## src/rtl/por_seq.sv

```systemverilog
// Power-on reset sequencer: qualifies synchronized supply-good inputs, then
// releases a chain of active-low resets one stage at a time, tracking brownouts.
module por_seq #(
   parameter int NCH   = 2,
   parameter int NSTG  = 3,
   parameter int CNT_W = 8
) (
   input  logic             osc_ck,
   input  logic             por,
   input  logic [NCH-1:0]   pwup_filt,
   input  logic             force_pdnb,
   input  logic [CNT_W-1:0] deb_len,
   input  logic [CNT_W-1:0] rel_dly,
   input  logic             bo_clr,
   output logic [NSTG-1:0]  porb_out,
   output logic             por_out,
   output logic             ready,
   output logic [1:0]       state,
   output logic [7:0]       bo_cnt,
   output logic [NCH-1:0]   ch_low
);

   typedef enum logic [1:0] {
      HOLD    = 2'd0,
      QUAL    = 2'd1,
      RELEASE = 2'd2,
      RUN     = 2'd3
   } state_t;

   state_t           state_q;
   logic [NCH-1:0]   sync1;
   logic [NCH-1:0]   sync2;
   logic [CNT_W-1:0] deb_cnt;
   logic [CNT_W-1:0] rel_cnt;

   logic             all_ok;
   logic [CNT_W:0]   eff_deb;
   logic [CNT_W:0]   eff_rel;
   logic [CNT_W:0]   deb_nxt;
   logic [CNT_W:0]   rel_nxt;
   logic             deb_hit;
   logic             rel_hit;
   logic [NSTG-1:0]  nxt_porb;
   logic [7:0]       bo_base;
   logic [7:0]       bo_inc;
   logic [NCH-1:0]   ch_base;

   // Zero lengths behave as one; comparisons use >= so a shortened length
   // mid-count takes effect immediately and the counters never wrap.
   always_comb begin
      all_ok   = &sync2;
      eff_deb  = (deb_len == '0) ? (CNT_W+1)'(1) : {1'b0, deb_len};
      eff_rel  = (rel_dly == '0) ? (CNT_W+1)'(1) : {1'b0, rel_dly};
      deb_nxt  = {1'b0, deb_cnt} + 1'b1;
      rel_nxt  = {1'b0, rel_cnt} + 1'b1;
      deb_hit  = (deb_nxt >= eff_deb);
      rel_hit  = (rel_nxt >= eff_rel);
      nxt_porb = porb_out << 1;
      nxt_porb[0] = 1'b1;
      // A clear pulse lands before any same-cycle brownout event.
      bo_base  = bo_clr ? 8'd0 : bo_cnt;
      ch_base  = bo_clr ? '0 : ch_low;
      bo_inc   = (bo_base == 8'hFF) ? 8'hFF : bo_base + 8'd1;
   end

   always_ff @(posedge osc_ck or posedge por) begin
      if (por) begin
         state_q  <= HOLD;
         sync1    <= '0;
         sync2    <= '0;
         deb_cnt  <= '0;
         rel_cnt  <= '0;
         porb_out <= '0;
         bo_cnt   <= 8'd0;
         ch_low   <= '0;
      end else begin
         sync1  <= pwup_filt;
         sync2  <= sync1;
         bo_cnt <= bo_base;
         ch_low <= ch_base;
         if (!force_pdnb) begin
            state_q  <= HOLD;
            porb_out <= '0;
            deb_cnt  <= '0;
            rel_cnt  <= '0;
         end else begin
            case (state_q)
               HOLD: begin
                  state_q  <= QUAL;
                  porb_out <= '0;
                  deb_cnt  <= '0;
                  rel_cnt  <= '0;
               end
               QUAL: begin
                  if (!all_ok) begin
                     deb_cnt <= '0;
                  end else if (deb_hit) begin
                     state_q <= RELEASE;
                     deb_cnt <= '0;
                     rel_cnt <= '0;
                  end else begin
                     deb_cnt <= deb_nxt[CNT_W-1:0];
                  end
               end
               RELEASE, RUN: begin
                  if (!all_ok) begin
                     state_q  <= HOLD;
                     porb_out <= '0;
                     deb_cnt  <= '0;
                     rel_cnt  <= '0;
                     bo_cnt   <= bo_inc;
                     ch_low   <= ch_base | ~sync2;
                  end else if (state_q == RELEASE) begin
                     if (rel_hit) begin
                        porb_out <= nxt_porb;
                        rel_cnt  <= '0;
                        if (nxt_porb[NSTG-1])
                           state_q <= RUN;
                     end else begin
                        rel_cnt <= rel_nxt[CNT_W-1:0];
                     end
                  end
               end
               default: state_q <= HOLD;
            endcase
         end
      end
   end

   assign state   = state_q;
   assign ready   = (state_q == RUN);
   assign por_out = ~porb_out[NSTG-1];

endmodule

```

## config.mk

```make
export PLATFORM = sky130hd
export DESIGN_NAME = por_seq
export DESIGN_NICKNAME = d
export VERILOG_FILES = /design/src/rtl/por_seq.sv
export SDC_FILE = /design/constraint.sdc
export NUM_CORES = 1
export LEC_CHECK = 0
export CORE_MARGIN = 3
export CORE_UTILIZATION = 58
export CTS_BUF_LIST = sky130_fd_sc_hd__clkbuf_4 sky130_fd_sc_hd__clkbuf_8
export DETAILED_ROUTE_END_ITERATION = 12
export GPL_ROUTABILITY_DRIVEN = 0
export PLACE_DENSITY = 0.87
export SLEW_MARGIN = 20
export SYNTH_ARGS = -nofsm -noshare
export SYNTH_HDL_FRONTEND = slang
export SYNTH_SLANG_ARGS = --single-unit
```

## constraint.sdc

```tcl
create_clock -name osc_ck -period 5 [get_ports osc_ck]
set_input_delay 1.25 -clock osc_ck [delete_from_list [all_inputs] [get_ports osc_ck]]
set_output_delay 1.25 -clock osc_ck [all_outputs]
set_load 0.03 [all_outputs]
```

=== After elaboration in Yosys (flattened, before gate mapping) ===
Cells that the tools add are included.
W data, S select, Z words.

* $add $sub $neg: 3
* Order comparisons: 2
* Equality and inequality tests: 11
* Multiplexer cells: 36
* Bitwise operators: 3
* Reductions and logical operators: 8

{| class="wikitable"
|+ Operator list
! cell !! count
|-
| $mux W8 || 17
|-
| $pmux W8 S3 || 2
|-
| $mux W2 || 11
|-
| $add A8 B1 Y9 const B || 2
|-
| $ge A9 B8 Y1 || 2
|-
| $logic_not A8 Y1 || 2
|-
| $mux W3 || 4
|-
| $ne A4 B4 Y1 const B || 3
|-
| $ne A3 B3 Y1 const B || 3
|-
| $add A8 B1 Y8 const B || 1
|-
| $eq A8 B8 Y1 const B || 1
|-
| $pmux W2 S3 || 1
|-
| $pmux W3 S2 || 1
|-
| $reduce_and A3 Y1 || 2
|-
| $reduce_and A5 Y1 || 1
|-
| $eq A2 B2 Y1 const B || 2
|-
| $ne A3 B1 Y1 const B || 1
|-
| $eq A2 B1 Y1 const B || 1
|-
| $logic_not A2 Y1 || 1
|-
| $not A2 Y2 || 1
|-
| $or A2 B2 Y2 || 1
|-
| $reduce_and A2 Y1 || 1
|-
| $reduce_or A2 Y1 || 1
|-
| $not A1 Y1 || 1
|}

* Register bits after elaboration: 35
* Input port bits: 22
* Output and inout port bits: 17

=== Depth between registers and ports, before layout ===
* Depth after elaboration: 8
* Gate-level depth with buffers: 11
* Depth with buffers taken out: 11

=== Worst setup path before layout ===
No wires, ideal clock.

* Path type: input to register
* Start: input port deb_len[4]
* End: register deb_cnt[5]
* Data arrival time: 3.132 ns
* Required time: 4.918 ns
* Slack: 1.786 ns
* Cell stages on the path: 10
* Buffers on the path: 1
* Path through: nor4_1 a41o_1 ha_1 nand2b_1 a31oi_2 o21ai_2 a2111oi_4 buf_6 a41oi_1 a31oi_1

* Word-level cells in the longest chain between the ends: 7

{| class="wikitable"
|+ RTL lines
! what !! RTL line !! source
|-
| start, declared || 12 || <nowiki>input logic [CNT_W-1:0] deb_len,</nowiki>
|-
| $logic_not A8 Y1 || 52 || <nowiki>eff_deb = (deb_len == '0) ? (CNT_W+1)'(1) : {1'b0, deb_len};</nowiki>
|-
| $mux W8 * || 52 ||
|-
| $ge A9 B8 Y1 * || 56 || <nowiki>deb_hit = (deb_nxt >= eff_deb);</nowiki>
|-
| $mux W8 * || 97 || <nowiki>end else if (deb_hit) begin</nowiki>
|-
| $mux W8 * || 95 || <nowiki>if (!all_ok) begin</nowiki>
|-
| $pmux W8 S3 * || 87 || <nowiki>case (state_q)</nowiki>
|-
| $mux W8 * || 81 || <nowiki>if (!force_pdnb) begin</nowiki>
|-
| end signal, assigned || 102 || <nowiki>deb_cnt <= deb_nxt[CNT_W-1:0];</nowiki>
|-
| end, declared || 33 || <nowiki>logic [CNT_W-1:0] deb_cnt;</nowiki>
|}

Mark *: on every way between the ends. The rest lies on a longest branch, timed or not.
A chain may end at the register's enable or synchronous reset.

=== Worst setup path after layout ===
Ends and elaborated chain as after synthesis.

==> results.yml <==
worst_setup_path:
  cp-startpoint: "deb_len[4]"
  start_kind: "primary input"
  r2r_start: "rel_cnt[0]$_DFFE_PP0P_"
  cp.required_ns: 5.21
  crit_chain: "clkdlybuf4s50_1, nor4_1, a41o_1, ha_1, nand2b_1, a31oi_2, o21ai_2, a2111oi_4, a41oi_1, a31oi_1"
  critPathSlowestCell: "a2111oi_4"
  path_max_fanout: 11
  rr_worst_depth: 11
  path_depth: 10
  end_kind: "flip-flop"
  critPathKind: "in2reg"
  path_buf_inv: 1
  arrival_ns: 3.93
  critPathMaxStageDelay_ns: 0.68
  path_delay_family: "compound AO/OA/AOI/OAI gates"
final_layout:
  diodes: 0
  seqCellArea_um2: 876
  final_area_mm2: 0.00276
  n_fill_cell: 250
  drive_gt1_frac: 0.0899
  multiInputGateArea_mm2: 0.00125
  area_growth_pct: 23.0
  nets: 307
pwr:
  leakagePower_uw: 0.00139
  power_density_mw_per_mm2: 253
  ir_worst_vdd_uv: 294
  p_total_uw: 697
timing:
  max_freq_mhz: 269
  tightest_slew_ns: 0.656
  tns_ns: 0
  period_needed_ns: 3.71
  timing.final.max_slew_violations: 0
  rsz0062_at_grt: "false"
  setup_viol: 0
  hold_violations: 0
  slew-limit-headroom: 0.562
  fin_crit_sh: 0.743
  skew_ns: 0.00723
clock_network:
  ctsHoldBuffers: 0
  htree_levels: 2
  insertion_delay_ns: 0.29
  tritoncts: "yes"
  cts_resized: 0
  root_buffer: "clkbuf_8"
  cts_buffer_depth: 2
  post_cts_buffers: 0
  path_clk_slew_ns: 0.07
  cts.sinks: 35
  cts_buffers: 5
routing:
  wl_per_cell_um: 14.8
  post-route-drc-count: 0
  firstDrtPassIters: 4
  postRouteAntennaNets: 0
  vias: 1808
  via_per_inst: 5.78
  drt_iter0_drc: 178
  drt_wl_total_um: 4630
grt:
  busiest_layer: "met2"
  grt_util_met3: 0.0722
  grt_util_met2: 0.361
  overflow: 0
  antenna_found_initial: 0
  grt_usage: 0.225
  use_met1: 0.289
  grt_max_degree: 36
  first_global_vias: 1705
  grt_pass1_wl_um: 7780
floorplan:
  start_util: 0.637
  rows: 21
  fp.coreArea_mm2: 0.00352
  die_w_um: 68.2
  ioPinCount: 39
  die_area_mm2: 0.00465
  die_h_um: 68.2
hold_path:
  min_path_type: "reg2reg"
  holdCritStartpoint: "sync1[0]$_DFF_PP0_"
  hold_depth: 0
outcome:
  outcome: "finished, final reports clean"
synth:
  postSynthAreaPerCell_um2: 10.0
  yosys_warnings: 0
  synth_flop_cell: "dfrtp_1"
  ys_types: 47
  ys_ff_latch: 35
  yosysSeqAreaShare: 0.391
  syn_area_mm2: 0.00224
  synth_nets: 265
  synthArstFlopShare: 1.00
  synth_cells: 224
  synth-edff-count: 0
run:
  drv_cap: 0
placed_design:
  dpl.hpwl_um: 3410
  port_buffers: 38
  placedInstanceArea_mm2: 0.00265
==> cells in the mapped netlist (5+ instances only) <==
cell	instances	area share
xnor2_1	6	0.023
dfrtp_1	35	0.39
nand2_1	16	0.027
a21oi_1	8	0.018
and3_1	9	0.025
nand3_1	10	0.022
nand2b_1	5	0.014
nor2_1	10	0.017
inv_1	20	0.033
nor2b_1	7	0.020
xor2_1	10	0.039
ha_1	19	0.11
a22o_1	11	0.043
==> power by group <==
part           total [uW]  internal (uW)  leakage (uW)  switching [uW]
registers             312            295      0.000476            17.1
clock network         232            131     0.0000549             101
logic                 153           70.8      0.000856            82.6
==> flip-flops by register name, indices dropped and copies added, names as in the netlist <==
| register | count |
|---|---|
| bo_cnt | 8 |
| ch_low | 2 |
| deb_cnt | 8 |
| porb_out | 3 |
| rel_cnt | 8 |
| state | 2 |
| sync1 | 2 |
| sync2 | 2 |
==> logic make-up (layout without fill, tap and decap cells) <==
group / after synthesis / count (layout) / synth area share
flops: 35 / 35 / 0.391
buf+inv: 25 / 68 / 0.0502
simple gates: 69 / 69 / 0.164
compound gates: 54 / 54 / 0.199
fa+ha+maj: 19 / 19 / 0.106
mux: 6 / 6 / 0.0279
xor+xnor: 16 / 16 / 0.0625
==> metrics by stage <==
stage	cells	utilization	hold slack (ns)	setup WS, ns
2_1_floorplan	224	-	0.331	1.79
3_3_place_gp	305	0.754	0.332	1.08
3_5_place_dp	305	0.754	0.341	0.971
4_1_cts	313	0.783	0.356	1.28
5_1_grt	313	0.783	0.372	1.10
6_report	313	0.783	0.353	1.29
==> per-layer routing <==
metal | wire (um) | up-vias
li1 | - | 888
met4 | 91 | 0
met2 | 2310 | 41
met5 | 0 | -
met3 | 193 | 11
met1 | 2030 | 868
==> worst register-to-register path: stages, from the launching register on <==
cell     delay [ns]
dfrtp_1        0.44
ha_1           0.27
and3_1         0.22
and3_2         0.25
xor2_1         0.15
ha_1           0.32
a21o_1         0.16
a211o_1        0.29
a31oi_2        0.16
o21ai_2        0.15
nor2_2         0.34
mux2_2         0.22
==> path summary, 6_finish.rpt <==
kind / endpoint / slack (ns)
min in group asynchronous: rel_cnt[2]$_DFFE_PP0P_ / 1.36
min: sync2[0]$_DFF_PP0_ / 0.35
max reg2reg: rel_cnt[0]$_DFFE_PP0P_ / 1.98
max: deb_cnt[5]$_DFFE_PP0P_ / 1.29
min reg2reg: sync2[0]$_DFF_PP0_ / 0.35
max in group asynchronous: ch_low[1]$_DFF_PP0_ / 3.33
==> cell type report <==
cell class                 instances  share of cell area
inverter                          21              0.0286
multi-input combinational        164               0.455
clock buffer                       8              0.0377
timing repair buffer              39               0.141
sequential                        35               0.318
tap                               46              0.0209
==> placed cells by master, fill, tap and decap left out, types with 2 or more instances in the layout <==
master,count
nor2b_1,7
nand3_1,10
nand2_1,16
nor4_1,2
inv_1,20
a31oi_1,3
a21o_1,3
a22o_1,11
a211oi_1,2
a31oi_2,2
ha_1,19
and3_1,9
clkdlybuf4s50_1,38
o21a_1,2
a21oi_1,8
clkbuf_8,7
o22ai_1,3
dfrtp_1,35
o21ai_2,2
mux2_2,2
xnor2_1,6
xor2_1,10
nand4_1,3
mux2i_1,4
o21ai_0,4
a41o_1,2
o21bai_1,3
nand2b_1,5
nor2_1,10
No activity file was read; power rests on OpenSTA's default activity.
==> RTL change: new RTL, same settings <==
Put one more register stage on the output `bo_cnt`. The value now appears one clock later. The other outputs are not delayed to match.
--- a/src/rtl/por_seq.sv
+++ b/src/rtl/por_seq.sv
@@ -26,6 +26,8 @@
       RELEASE = 2'd2,
       RUN     = 2'd3
    } state_t;
+
+   logic [7:0] bo_cnt_s0;
 
    state_t           state_q;
    logic [NCH-1:0]   sync1;
@@ -58,7 +60,7 @@
       nxt_porb = porb_out << 1;
       nxt_porb[0] = 1'b1;
       // A clear pulse lands before any same-cycle brownout event.
-      bo_base  = bo_clr ? 8'd0 : bo_cnt;
+      bo_base  = bo_clr ? 8'd0 : bo_cnt_s0;
       ch_base  = bo_clr ? '0 : ch_low;
       bo_inc   = (bo_base == 8'hFF) ? 8'hFF : bo_base + 8'd1;
    end
@@ -71,12 +73,12 @@
          deb_cnt  <= '0;
          rel_cnt  <= '0;
          porb_out <= '0;
-         bo_cnt   <= 8'd0;
+         bo_cnt_s0 <= 8'd0;
          ch_low   <= '0;
       end else begin
          sync1  <= pwup_filt;
          sync2  <= sync1;
-         bo_cnt <= bo_base;
+         bo_cnt_s0 <= bo_base;
          ch_low <= ch_base;
          if (!force_pdnb) begin
             state_q  <= HOLD;
@@ -108,7 +110,7 @@
                      porb_out <= '0;
                      deb_cnt  <= '0;
                      rel_cnt  <= '0;
-                     bo_cnt   <= bo_inc;
+                     bo_cnt_s0 <= bo_inc;
                      ch_low   <= ch_base | ~sync2;
                   end else if (state_q == RELEASE) begin
                      if (rel_hit) begin
@@ -131,5 +133,9 @@
    assign ready   = (state_q == RUN);
    assign por_out = ~porb_out[NSTG-1];
 
+   always_ff @(posedge osc_ck) begin
+      bo_cnt <= bo_cnt_s0;
+   end
+
 endmodule
 
Check against the original RTL: not equivalent (a bounded check fails within 10 cycles, from zero or initial values).
==> RTL change against the original RTL <==
  * Setup slack improved by 0.26 ns
  * Total power rose by 18%
  * Die area rose by 4.6%
  * Routed wire length rose by 5.8%
  * Synthesized cell count rose by 13%
  * Sequential share of layout area rose by 4.1 points
  * Core utilization fell by 2.2 points
  * Critical endpoint is now porb_out[0]
  * Combinational power rose by 20%
  * Cell count rose by 10%
  * Design area rose by 4.9%
  * First-iteration DRC count fell by 23%
  * Largest cell class unchanged
  * Area after synthesis rose by 5.1%
  * Critical path type unchanged
  * Sequential cell count rose by 8
==> RTL change: results (changes against the original RTL) <==
[status]
outcome=completed

[clocking]
post-cts-setup-buffer-count=0  ; unchanged
cts_root_buf=clkbuf_8

[power_and_ir_drop]
p_comb_frac=0.224  ; +0.004
clkPwrFrac=0.298  ; -0.034
peakVddDrop_mv=0.253  ; -14%
switching_share=0.301  ; +0.0140
p_leak_nw=1.31  ; -5.5%
finalPower_mw=0.820  ; +18%

[yosys]
netlist_instances=253  ; +13%
synthTopCellsByArea=dfrtp_1 37%, ha_1 10%, dfxtp_1 6.8%
ys_ff_latch=43  ; +23%
ys_seq_area_frac=0.440  ; +0.0491
synthesis.nets=294  ; +11%
netlist-cell-type-count=41  ; -13%
netlist_top_cells_count=35 x dfrtp_1, 30 x nand2_1, 28 x inv_1
ys_async_sr_fraction=0.814  ; -0.186

[route]
drtIter0Drc=137  ; -23%
num_vias=1967  ; +8.8%
wl_met3_um=266  ; +38%
met2_length_um=2320  ; +0.30%
met1_length_um=2220  ; +9.4%
drt-pass1-iter-count=5  ; +1
wirelength_um=4900  ; +5.8%
detail_route.wl_per_cell_um=14.2  ; -4.0%
highest_layer=met4

[final_layout]
syn_to_final_growth_pct=22.7
nClkBuffers=7  ; -1
multi_input_cells=179  ; +9.1%
buf_share=0.134  ; -0.00651
regArea_um2=1040  ; +18%
nFillCells=286  ; +14%
multi_input_area_share=0.415  ; -0.0401
clk_share=0.0359  ; -0.00174
n_all_inverters=28  ; +33%
finish.net_count=337  ; +9.8%
drive_gt1_frac=0.0539  ; -0.0360

[global_routing]
grt_use_total=0.212  ; -0.0133
grt_use_met2=0.324  ; -0.0369
met1_usage=0.286  ; -0.00354
grt_pass1_wl_um=8430  ; +8.4%
globalRouteMet3Util=0.0609  ; -0.0114
grt_pass1_vias=1898  ; +11%

[setup_path]
critPathMaxFanout=7  ; -4
crit_start=rel_dly[4]
critPathArrivalTime_ns=3.64  ; -0.29 ns

[floorplanning]
die_area_um2=4860  ; +4.6%

[placed_design]
place_hpwl_um=3650  ; +7.0%
placed_area_um2=2790  ; +5.0%
dpl_worst_slack_ns=1.23  ; +0.264 ns

[timing]
clock_skew_ns=0.00592  ; -0.00132 ns
tightest_slew_ns=0.603  ; -0.0538 ns

[RTL change: worst max-delay path: stages]
cell and delay, ns:
clkdlybuf4s50_1 0.42, nor4_1 0.32, a41o_1 0.21, ha_1 0.11, nand2b_1 0.09, nand3_1 0.08
a211o_1 0.37, a31oi_1 0.40, mux2_2 0.39
[RTL change: cell families (layout without fill, tap and decap cells)]
group                      Yosys count  in the layout  share of synthesized area
adders and majority gates           19             19                      0.101
and+or+nand+nor                     94             94                      0.216
muxes                                2              2                    0.00903
AOI/OAI and AO/OA                   51             51                      0.134
DFF                                 43             43                      0.440
buffers and inverters               31             75                     0.0515
xor gates and xnor gates            13             13                     0.0483
[RTL change: path summary, 6_finish.rpt]
check                      slack [ns]           end  cells past startpoint
max in group asynchronous        3.37   porb_out[0]                      3
hold / removal                   0.35      sync2[0]                      0
min in group asynchronous        1.33  bo_cnt_s0[2]                      3
setup / recovery                 1.55   porb_out[0]                      9
setup reg to reg                 2.10    rel_cnt[6]                     11
hold reg to reg                  0.35      sync2[0]                      0
